--- src/rtl/trap_ctrl_pkg.sv ---
// Shared constants and state encoding for the machine-mode trap sequencer.
package trap_ctrl_pkg;

    localparam int unsigned TRAP_CPU_WIDTH = 64;

    localparam int unsigned CAUSE_ECALL_M = 11;
    localparam int unsigned CAUSE_MTI     = 7;

    localparam int unsigned MSTATUS_MIE    = 3;
    localparam int unsigned MSTATUS_MPIE   = 7;
    localparam int unsigned MSTATUS_MPP_LO = 11;
    localparam int unsigned MSTATUS_MPP_HI = 12;

    typedef enum logic [1:0] {
        StIdle = 2'd0,
        StSave = 2'd1,
        StStat = 2'd2,
        StJump = 2'd3
    } trap_state_e;

endpackage

--- src/rtl/trap_ctrl_stdreg.sv ---
// Enabled register with synchronous active-high reset to zero.
module trap_ctrl_stdreg #(
    parameter int unsigned WIDTH = 1
) (
    input  logic             i_clk,
    input  logic             i_rst,
    input  logic             i_en,
    input  logic [WIDTH-1:0] i_d,
    output logic [WIDTH-1:0] o_q
);

    logic [WIDTH-1:0] r_q;

    always_ff @(posedge i_clk) begin
        if (i_rst) begin
            r_q <= '0;
        end else if (i_en) begin
            r_q <= i_d;
        end
    end

    assign o_q = r_q;

endmodule

--- src/rtl/trap_ctrl.sv ---
// Machine-mode trap sequencer: takes ecall/mret/timer irq at commit, writes
// mepc/mcause/mstatus over a fixed sequence, then redirects the IFU.
module trap_ctrl
    import trap_ctrl_pkg::*;
#(
    parameter int unsigned CPU_WIDTH = TRAP_CPU_WIDTH,
    parameter int unsigned CNT_WIDTH = 32
) (
    input  logic                 i_clk,
    input  logic                 i_rst,
    input  logic                 i_valid,
    input  logic [CPU_WIDTH-1:0] i_pc,
    input  logic                 i_ecall,
    input  logic                 i_mret,
    input  logic                 i_irq_timer,
    input  logic [CPU_WIDTH-1:0] i_mtvec,
    input  logic [CPU_WIDTH-1:0] i_mepc,
    input  logic [CPU_WIDTH-1:0] i_mstatus,
    output logic                 o_accept,
    output logic                 o_stall,
    output logic                 o_mepc_wen,
    output logic [CPU_WIDTH-1:0] o_mepc_wdata,
    output logic                 o_mcause_wen,
    output logic [CPU_WIDTH-1:0] o_mcause_wdata,
    output logic                 o_mstatus_wen,
    output logic [CPU_WIDTH-1:0] o_mstatus_wdata,
    output logic                 o_redirect,
    output logic [CPU_WIDTH-1:0] o_redirect_pc,
    output logic [CNT_WIDTH-1:0] o_trap_cnt
);

    localparam logic [CPU_WIDTH-1:0] CauseEcallW = CPU_WIDTH'(CAUSE_ECALL_M);
    localparam logic [CPU_WIDTH-1:0] CauseMtiW   = {1'b1, (CPU_WIDTH-1)'(CAUSE_MTI)};

    trap_state_e r_state, w_state_d;
    logic        r_stall;

    logic                 w_take_irq, w_take_ecall, w_take_mret, w_accept;
    logic [CPU_WIDTH-1:0] w_cause_d;
    logic [CPU_WIDTH-1:0] w_ms_trap, w_ms_mret, w_tvec_base;
    logic [CPU_WIDTH-3:0] r_pc;
    logic [CPU_WIDTH-1:0] r_cause;
    logic                 r_is_irq, r_is_mret;
    logic [CNT_WIDTH-1:0] r_cnt;
    logic                 w_cnt_en;
    logic                 w_unused_bits;

    // mepc/redirect targets are word-aligned, so the low PC bits never matter.
    assign w_unused_bits = ^{i_pc[1:0], i_mepc[1:0]};

    trap_ctrl_stdreg #(.WIDTH(CPU_WIDTH-2)) u_pc_reg (
        .i_clk (i_clk),
        .i_rst (i_rst),
        .i_en  (w_accept),
        .i_d   (i_pc[CPU_WIDTH-1:2]),
        .o_q   (r_pc)
    );

    trap_ctrl_stdreg #(.WIDTH(CPU_WIDTH)) u_cause_reg (
        .i_clk (i_clk),
        .i_rst (i_rst),
        .i_en  (w_accept),
        .i_d   (w_cause_d),
        .o_q   (r_cause)
    );

    trap_ctrl_stdreg #(.WIDTH(2)) u_flag_reg (
        .i_clk (i_clk),
        .i_rst (i_rst),
        .i_en  (w_accept),
        .i_d   ({w_take_irq, ~w_take_irq & ~w_take_ecall}),
        .o_q   ({r_is_irq, r_is_mret})
    );

    trap_ctrl_stdreg #(.WIDTH(CNT_WIDTH)) u_cnt_reg (
        .i_clk (i_clk),
        .i_rst (i_rst),
        .i_en  (w_cnt_en),
        .i_d   (r_cnt + {{(CNT_WIDTH-1){1'b0}}, 1'b1}),
        .o_q   (r_cnt)
    );

    always_ff @(posedge i_clk) begin
        if (i_rst) begin
            r_state <= StIdle;
            r_stall <= 1'b0;
        end else begin
            r_state <= w_state_d;
            r_stall <= (w_state_d != StIdle);
        end
    end

    always_comb begin
        w_state_d       = r_state;
        w_accept        = 1'b0;
        w_cnt_en        = 1'b0;
        o_mepc_wen      = 1'b0;
        o_mepc_wdata    = '0;
        o_mcause_wen    = 1'b0;
        o_mcause_wdata  = '0;
        o_mstatus_wen   = 1'b0;
        o_mstatus_wdata = '0;
        o_redirect      = 1'b0;
        o_redirect_pc   = '0;

        w_take_irq   = i_valid & i_irq_timer & i_mstatus[MSTATUS_MIE];
        w_take_ecall = i_valid & i_ecall;
        w_take_mret  = i_valid & i_mret;
        w_cause_d    = w_take_irq ? CauseMtiW : (w_take_ecall ? CauseEcallW : '0);

        w_ms_trap                                = i_mstatus;
        w_ms_trap[MSTATUS_MPIE]                  = i_mstatus[MSTATUS_MIE];
        w_ms_trap[MSTATUS_MIE]                   = 1'b0;
        w_ms_trap[MSTATUS_MPP_HI:MSTATUS_MPP_LO] = 2'b11;

        w_ms_mret                                = i_mstatus;
        w_ms_mret[MSTATUS_MIE]                   = i_mstatus[MSTATUS_MPIE];
        w_ms_mret[MSTATUS_MPIE]                  = 1'b1;
        w_ms_mret[MSTATUS_MPP_HI:MSTATUS_MPP_LO] = 2'b11;

        w_tvec_base = {i_mtvec[CPU_WIDTH-1:2], 2'b00};

        unique case (r_state)
            StIdle: begin
                w_accept = w_take_irq | w_take_ecall | w_take_mret;
                if (w_take_irq || w_take_ecall) begin
                    w_state_d = StSave;
                end else if (w_take_mret) begin
                    w_state_d = StStat;
                end
            end
            StSave: begin
                w_cnt_en       = 1'b1;
                o_mepc_wen     = 1'b1;
                o_mepc_wdata   = {r_pc, 2'b00};
                o_mcause_wen   = 1'b1;
                o_mcause_wdata = r_cause;
                w_state_d      = StStat;
            end
            StStat: begin
                o_mstatus_wen   = 1'b1;
                o_mstatus_wdata = r_is_mret ? w_ms_mret : w_ms_trap;
                w_state_d       = StJump;
            end
            StJump: begin
                o_redirect = 1'b1;
                if (r_is_mret) begin
                    o_redirect_pc = {i_mepc[CPU_WIDTH-1:2], 2'b00};
                end else if (r_is_irq && i_mtvec[1:0] == 2'b01) begin
                    // Vectored mode: 4 * cause without the interrupt bit.
                    o_redirect_pc = w_tvec_base + {r_cause[CPU_WIDTH-3:0], 2'b00};
                end else begin
                    o_redirect_pc = w_tvec_base;
                end
                w_state_d = StIdle;
            end
            default: w_state_d = StIdle;
        endcase

        // Reset aborts in-flight sequences: no accept, write or redirect this cycle.
        if (i_rst) begin
            w_accept        = 1'b0;
            o_mepc_wen      = 1'b0;
            o_mepc_wdata    = '0;
            o_mcause_wen    = 1'b0;
            o_mcause_wdata  = '0;
            o_mstatus_wen   = 1'b0;
            o_mstatus_wdata = '0;
            o_redirect      = 1'b0;
            o_redirect_pc   = '0;
        end
    end

    assign o_accept   = w_accept;
    assign o_stall    = r_stall;
    assign o_trap_cnt = r_cnt;

endmodule
--- config.mk ---
export PLATFORM = sky130hd
export DESIGN_NAME = trap_ctrl
export DESIGN_NICKNAME = d
export VERILOG_FILES = /design/src/rtl/trap_ctrl_pkg.sv /design/src/rtl/trap_ctrl_stdreg.sv /design/src/rtl/trap_ctrl.sv
export SDC_FILE = /design/constraint.sdc
export NUM_CORES = 1
export LEC_CHECK = 0
export CORE_AREA = 2 2 215 217
export CTS_BUF_LIST = sky130_fd_sc_hd__clkbuf_2 sky130_fd_sc_hd__clkbuf_4 sky130_fd_sc_hd__clkbuf_8
export CTS_CLUSTER_SIZE = 20
export DETAILED_ROUTE_END_ITERATION = 8
export DIE_AREA = 0 0 217 219
export GPL_ROUTABILITY_DRIVEN = 0
export PLACE_DENSITY = 0.48
export SYNTH_ARGS = -nofsm -noshare
export SYNTH_HDL_FRONTEND = slang
export SYNTH_SLANG_ARGS = --single-unit
export TNS_END_PERCENT = 20
--- constraint.sdc ---
create_clock -name i_clk -period 2.66 [get_ports i_clk]
set_input_delay 0.532 -clock i_clk [delete_from_list [all_inputs] [get_ports i_clk]]
set_output_delay 0.532 -clock i_clk [all_outputs]
set_load 0.05 [all_outputs]
==> run summary, run 1 <==
status: finished with violations
failing checks: setup timing
Hold Buf Count CTS: 0
final WL: 39400 microns
max_slew headroom: 28.5%
antenna-violating nets left: 0
Final Max Slew Viols: 0
clock sinks: 101
Synth Register Bits: 101
DRT iter0 DRCs: 367
simple-gate share of the synthesized area: 36.0%
share of cells above drive strength 1: 32.0%
routed len/inst: 17.5 microns
DR DRC count: 0
Syn-to-layout area delta: 114%
area share of fa/ha/maj cells after synthesis: 1.95%
Overflow after GRT: 0
Hold Crit Depth: 2
dpl ws: -1.00 ns
number of synthesized flops with an enable pin: 0
Initial Util: 16.5%
WHS: 0.454 ns
top cell type's share of synthesized area: 27.1%
cell count after synthesis: 1054
Clock Tree Root: clkbuf_8
multi-input logic area: 5760 sq um
Worst IR Drop VDD: 0.486 mV
Max stage delay cell, worst path: or3_4
fin util: 35.5%
Final Setup Violations: 60
Critical Path Sink Type: primary output
die width: 217 microns
CP Class: input port to primary output
GR peak layer: met2
ys flop type: dfxtp_1
FFs w/ async S/R, synth: 0%
Worst Setup Start Kind: input port
DR vias/cell: 4.10
endpoints failing hold: 0
crit-path cells: clkdlybuf4s15_1 -> ha_4 -> inv_2 -> fa_2 -> nor2b_4 -> o221a_4 -> buf_4 -> buf_12 -> nand4b_4 -> or3_4 -> a31oi_4 -> buf_12
CP peak stage delay: 0.37 ns
critical path peak fanout: 6
met1 Use GR: 20.0%
clock skew: 0.0200 ns
min setup slack post-route: -0.624 ns
Synth Area in Compound Gates: 14.6%
M2 GR Usage: 25.7%
Pwr Density: 377 nW/um^2
core area: 45100 sq um
Synth Area per Inst: 7.07 sq um
Overall Global Routing Usage: 15.4%
Max Buffers Root-to-Sink: 2
Final Critical Period: 3.28 ns
First-pass DRT Iterations: 4
Worst Hold End: u_cause_reg.o_q[3]$_SDFFE_PP0P_
largest family of logic cells by synthesized area: simple AND/OR/NAND/NOR gates
Worst-Margin Slew: 1.07 ns
Max Fclk: 304 MHz
vias in the first global route: 8955
storage element area: 2030 sq um
worst skew pair latency: 0.39 ns
initial antenna violation count: 5
I/O Buffers: 486
vias: 9215
Worst R2R Path Depth: 8
CTS buffer count: 9
hold crit path type: input port to register
multiplexer area fraction after synthesis: 1.07%
Placed Instance Area: 15000 sq um
largest net degree at the start of global routing: 95
Placement Rows: 78
Synth area leaders: dfxtp_1, and2_1, nand2_1
crit share post-route: 123%
CP Data Arrival Time: 2.75 ns
RSZ-0062 raised after global routing: true
Clock transition at path regs: 0.09 ns
CTS tree: built
Global Route met3 Usage: 4.10%
reg2reg setup slack: 0.50 ns
Synth Warn #: 0
RR Endpoint: u_cnt_reg.o_q[22]$_SDFFE_PP0N_
hold path start: i_rst
max_cap viols: 0
I/O pins: 556
cell taking the most area after synthesis: dfxtp_1
H-tree levels: 3
design area: 16000 sq um
CP most frequent cell: buf_12
Required @ worst endpoint: 2.13 ns
Die Y: 219 microns
area of the mapped netlist: 7450 sq um
Layout Nets: 1914
crit path buf inv count: 5
die footprint: 47500 sq um
register area share after synthesis: 27.1%
first-pass GRT wire length: 56100 microns
XOR/XNOR share of the synthesized area: 8.46%
Fillers: 4662
FF-to-FF Start: r_state[1]$_SDFF_PP0_
Cells after DPL: 2209
HPWL Detailed: 31600 microns
count of cell types in the netlist: 60
CP delay by family, top: buffers and inverters
final cell count without fillers: 2247
Leakage: 6.27 nW
[metrics by stage]
| stage | power (mW) | TNS, ns |
|---|---|---|
| finish | 6.03 | -28.41 |
| CTS | 6.06 | -26.79 |
| global placement | 4.98 | -44.22 |
| floorplan | 3.52 | -11.15 |
| detailed placement | 5.00 | -45.25 |
| global route | 6.39 | -35.57 |
[report_power, final]
part	internal, mW	switching [mW]
registers	1.68	0.0906
logic	1.37	1.90
clock network	0.404	0.590
[worst max-delay path by stage]
stage                               startpoint                end  slack [ns]  depth (start not counted)
6_report                            i_mtvec[2]  o_redirect_pc[50]       -0.62                         12
5_1_grt        u_cause_reg.o_q[1]$_SDFFE_PP0P_  o_redirect_pc[57]       -0.72                         11
4_1_cts        u_cause_reg.o_q[1]$_SDFFE_PP0P_  o_redirect_pc[36]       -0.64                          9
3_5_place_dp                        i_mtvec[2]  o_redirect_pc[36]       -1.00                         10
3_3_place_gp                        i_mtvec[2]  o_redirect_pc[36]       -0.99                         10
2_1_floorplan                       i_mtvec[2]  o_redirect_pc[36]       -0.35                          8
[cell usage after synthesis, types with 2 or more instances]
master and number:
and4b_1 2, o21a_1 3, or3_1 8, ha_1 10, or4_1 2, and2_1 130, xnor2_1 36, nand3_1 32
nand4_1 28, nor3b_1 6, o21ba_2 2, and3_1 11, mux2i_1 8, o31ai_1 2, dfxtp_1 101, inv_1 13
a21oi_1 112, buf_4 68, or2_2 3, nor2b_1 6, nor4_1 8, and4_1 4, nor3_1 20, a31oi_1 5
clkbuf_1 57, nand4b_2 2, a211oi_1 8, buf_2 5, xor2_1 36, o21ai_0 58, nor2_1 70, nand2_1 168
nand4b_1 3
[cells by family (layout without fill, tap and decap cells)]
kind of cell / after synthesis / count (layout)
compound gates: 200 / 200
fa+ha+maj: 11 / 11
simple gates: 516 / 516
other cells: 1 / 64
flops: 101 / 101
mux: 8 / 8
buf+inv: 145 / 675
xor+xnor: 72 / 72
[cell usage in the layout, fill, tap and decap left out, types with 28 or more instances in the layout]
| cell type | synthesis | final |
|---|---|---|
| nand4_1 | 28 | 28 |
| xor2_1 | 36 | 33 |
| a21oi_2 | 0 | 33 |
| dfxtp_1 | 101 | 100 |
| o21ai_0 | 58 | 54 |
| buf_12 | 0 | 124 |
| buf_4 | 68 | 206 |
| a21oi_1 | 112 | 75 |
| nand2_1 | 168 | 166 |
| and2_1 | 130 | 126 |
| clkdlybuf4s50_1 | 0 | 269 |
| conb_1 | 1 | 63 |
| nor2_1 | 70 | 56 |
[layout make-up]
type / count / share of cell area [%]
timing repair buffer: 645 / 45.1
multi-input combinational: 870 / 36.0
sequential: 101 / 12.7
tap: 600 / 4.70
clock buffer: 11 / 0.947
inverter: 14 / 0.344
clock inverter: 5 / 0.258
antenna: 1 / 0.0157
[flip-flops by register name, summed over array words and instances (netlist names)]
| register | cells |
|---|---|
| o_stall | 1 |
| r_state | 2 |
| u_cause_reg.o_q | 3 |
| u_cnt_reg.o_q | 32 |
| u_flag_reg.o_q | 1 |
| u_pc_reg.o_q | 62 |
[metal layers]
metal	wire, microns	share of wire (%)
met1	17100	44
met2	18800	48
met3	2800	7.1
met4	602	1.5
met5	34	0.086
[timing repair]
action,CTS,global route
resized for setup,81,65
pin swaps,47,45
buffers inserted,9,13
endpoints found under the setup margin,68,80
endpoints found under the hold margin,0,0
No activity file was read; power rests on OpenSTA's default activity.
==> run 2, diff against run 1 <==
Settings changed: CAP_MARGIN from default to 25, CORE_AREA 2 2 215 217 to 2 2 218 220, DIE_AREA 0 0 217 219 to 0 0 220 222, PLACE_DENSITY 0.48 to 0.6, SYNTH_HIERARCHICAL from default to 1.
==> run summary, run 2 <==
Max Buffers Root-to-Sink: 2 (unchanged)
CP Data Arrival Time: 3.91 ns (+1.16 ns)
max FFs per register: 64 (+3.2%)
Worst R2R Path Depth: 10 (+2)
critical path depth in cells: 15 (+3)
Worst Setup Start Kind: register
final WL: 58700 microns (+49%)
Max stage delay cell, worst path: dfxtp_2
Hold Buf Count CTS: 0 (unchanged)
Clock transition at path regs: 0.10 ns (about the same)
failing checks: setup timing
Synth Area per Inst: 7.75 sq um (+9.6%)
number of synthesized flops with an enable pin: 0 (unchanged)
Worst IR Drop VDD: 0.309 mV (-36%)
cell taking the most area after synthesis: dfxtp_1
share of cells above drive strength 1: 35.4% (+3.4 points)
CP most frequent cell: o41ai_4
crit share post-route: 167% (+43 points)
hold crit path type: input port to register
Final Critical Period: 4.44 ns (+1.16 ns)
vias: 15300 (+66%)
CP peak stage delay: 0.36 ns (about the same)
ys flop type: dfxtp_1
count of cell types in the netlist: 86 (+43%)
Required @ worst endpoint: 2.13 ns (about the same)
Clock Tree Root: clkbuf_8
HPWL Detailed: 46200 microns (+46%)
die footprint: 48800 sq um (+2.8%)
endpoints failing hold: 0 (unchanged)
Synth Warn #: 6 (+6)
DRT iter0 DRCs: 696 (+90%)
Final Setup Violations: 62 (+3.3%)
FFs w/ async S/R, synth: 0% (unchanged)
top cell type's share of synthesized area: 25.1% (-2.0 points)
Final Max Slew Viols: 0 (unchanged)
design area: 26100 sq um (+63%)
crit path buf inv count: 2 (-3)
die width: 220 microns (+1.4%)
cell count after synthesis: 1678 (+59%)
worst skew pair latency: 0.52 ns (+0.13 ns)
vias in the first global route: 15724 (+76%)
clock sinks: 163 (+61%)
Overall Global Routing Usage: 23.3% (+7.9 points)
register area share after synthesis: 25.1% (-2.0 points)
most common cell in the synthesized netlist: nor2_1
Syn-to-layout area delta: 101%
Leakage: 10.9 nW (+74%)
Max Fclk: 225 MHz (-26%)
area of the mapped netlist: 13000 sq um (+74%)
largest net degree at the start of global routing: 91 (-4.2%)
I/O pins: 556 (unchanged)
Critical Path Sink Type: primary output
CP Class: register to primary output
DR DRC count: 0 (unchanged)
WHS: 0.467 ns (+0.0130 ns)
max_cap viols: 0 (unchanged)
initial antenna violation count: 7 (+2)
routed len/inst: 18.5 microns (+5.7%)
critical path peak fanout: 3 (-3)
CTS buffer count: 17 (+8)
first-pass GRT wire length: 88700 microns (+58%)
I/O Buffers: 545 (+12%)
Initial Util: 28.1% (+12 points)
most frequent cells in the layout: buf_4, clkdlybuf4s50_1, buf_12, nor2_1, and2_1
Layout Nets: 2875 (+50%)
min setup slack post-route: -1.78 ns (-1.16 ns)
max_slew headroom: 29.9% (+1.4 points)
RSZ-0062 raised after global routing: true
Die Y: 222 microns (+1.4%)
Pwr Density: 392 nW/um^2 (+3.9%)
Overflow after GRT: 0 (unchanged)
Synth area leaders: dfxtp_1, mux2i_1, and2_1
antenna-violating nets left: 0 (unchanged)
core area: 46300 sq um (+2.6%)
Placed Instance Area: 24700 sq um (+64%)
Pwr Total: 10.2 mW (+70%)
CTS tree: built
top post-synthesis cells by count: nor2_1, and2_1, mux2i_1
clock skew: 0.0147 ns (-0.00532 ns)
status: finished with violations
CP delay by family, top: compound AO/OA/AOI/OAI gates
Synth Register Bits: 163 (+61%)
commonest non-fill, non-tap cell in the layout: buf_4
H-tree levels: 4 (+1)
First-pass DRT Iterations: 5 (+1)
Placement Rows: 79 (+1.3%)
DR vias/cell: 4.83 (+18%)
Hold Crit Depth: 3 (+1)
crit-path cells: ha_4 -> inv_2 -> fa_2 -> and2b_2 -> o2111ai_4 -> a21boi_2 -> a41oi_2 -> o31a_4 -> o41ai_4 -> a21oi_2 -> and2_4 -> o41ai_4 -> xnor2_2 -> o22ai_4 -> buf_12
Worst-Margin Slew: 1.05 ns (-0.0204 ns)
run 2: repair_timing:
action	4_1_cts	5_1_grt
buffers inserted	21	18
gates resized for setup	122	107
setup endpoints to repair	145	223
pin swaps	74	92
run 2: worst paths after layout:
check | from | end | slack (ns)
max | u_cause_reg/o_q[0]$_SDFFE_PP0P_ | o_redirect_pc[56] | -1.78
min | i_rst | u_flag_reg/o_q[0]$_SDFFE_PP0P_ | 0.47
max reg2reg | u_cnt_reg/o_q[2]$_SDFFE_PP0P_ | u_cnt_reg/o_q[31]$_SDFFE_PP0P_ | 0.24
min reg2reg | u_pc_reg/o_q[13]$_SDFFE_PP0P_ | u_pc_reg/o_q[13]$_SDFFE_PP0P_ | 0.49
run 2: report_power, final:
part | internal (mW) | switching (mW) | total (mW)
Sequential | 2.66 | 0.152 | 2.81
Clock | 0.703 | 1.06 | 1.76
Combinational | 2.74 | 2.92 | 5.66
run 2: layout make-up:
cell class	count	area, sq um
antenna	4	10.0
sequential	163	3280
timing repair buffer	903	10900
inverter	25	93.8
tap	607	759
clock buffer	22	272
fill	4043	20200
clock inverter	10	76.3
multi-input combinational	1435	10700
run 2: logic make-up after synthesis:
family	after synthesis	synth area share [%]
buffers and inverters	142	6.00
AO/OA/AOI/OAI	358	17.6
XOR/XNOR	80	5.39
adder cells (fa/ha/maj)	68	6.60
flip-flops	163	25.1
other	1	0.0288
multiplexers	166	12.8
AND/OR/NAND/NOR	700	26.5
run 2: layer usage:
metal | up-vias | track usage (%) | share of wire (%)
met3 | 78 | 7.27 | 8.3
met1 | 7280 | 27.8 | 41
met2 | 470 | 39.8 | 49
met4 | 6 | 7.12 | 2.4
met5 | - | 0 | 0.058
li1 | 7466 | - | -
run 2: worst register-to-register path: cells and delay by family, from the launching register on:
| family | cells | cell delay [ns] |
|---|---|---|
| multiplexers | 1 | 0.13 |
| flip-flops | 1 | 0.45 |
| XOR/XNOR | 1 | 0.10 |
| AND/OR/NAND/NOR | 8 | 1.62 |
run 2: through the flow:
| stage | setup slack, ns | TNS (ns) | std cells | utilization, % |
|---|---|---|---|---|
| final | -1.78 | -82.63 | 3169 | 56.4 |
| after global routing | -1.92 | -92.49 | 3168 | 56.4 |
| after global placement | -2.00 | -93.39 | 3101 | 53.3 |
| after detailed placement | -2.03 | -95.45 | 3101 | 53.3 |
| after floorplan | -1.16 | -60.35 | 1740 | - |
| after CTS | -1.87 | -85.05 | 3153 | 55.4 |
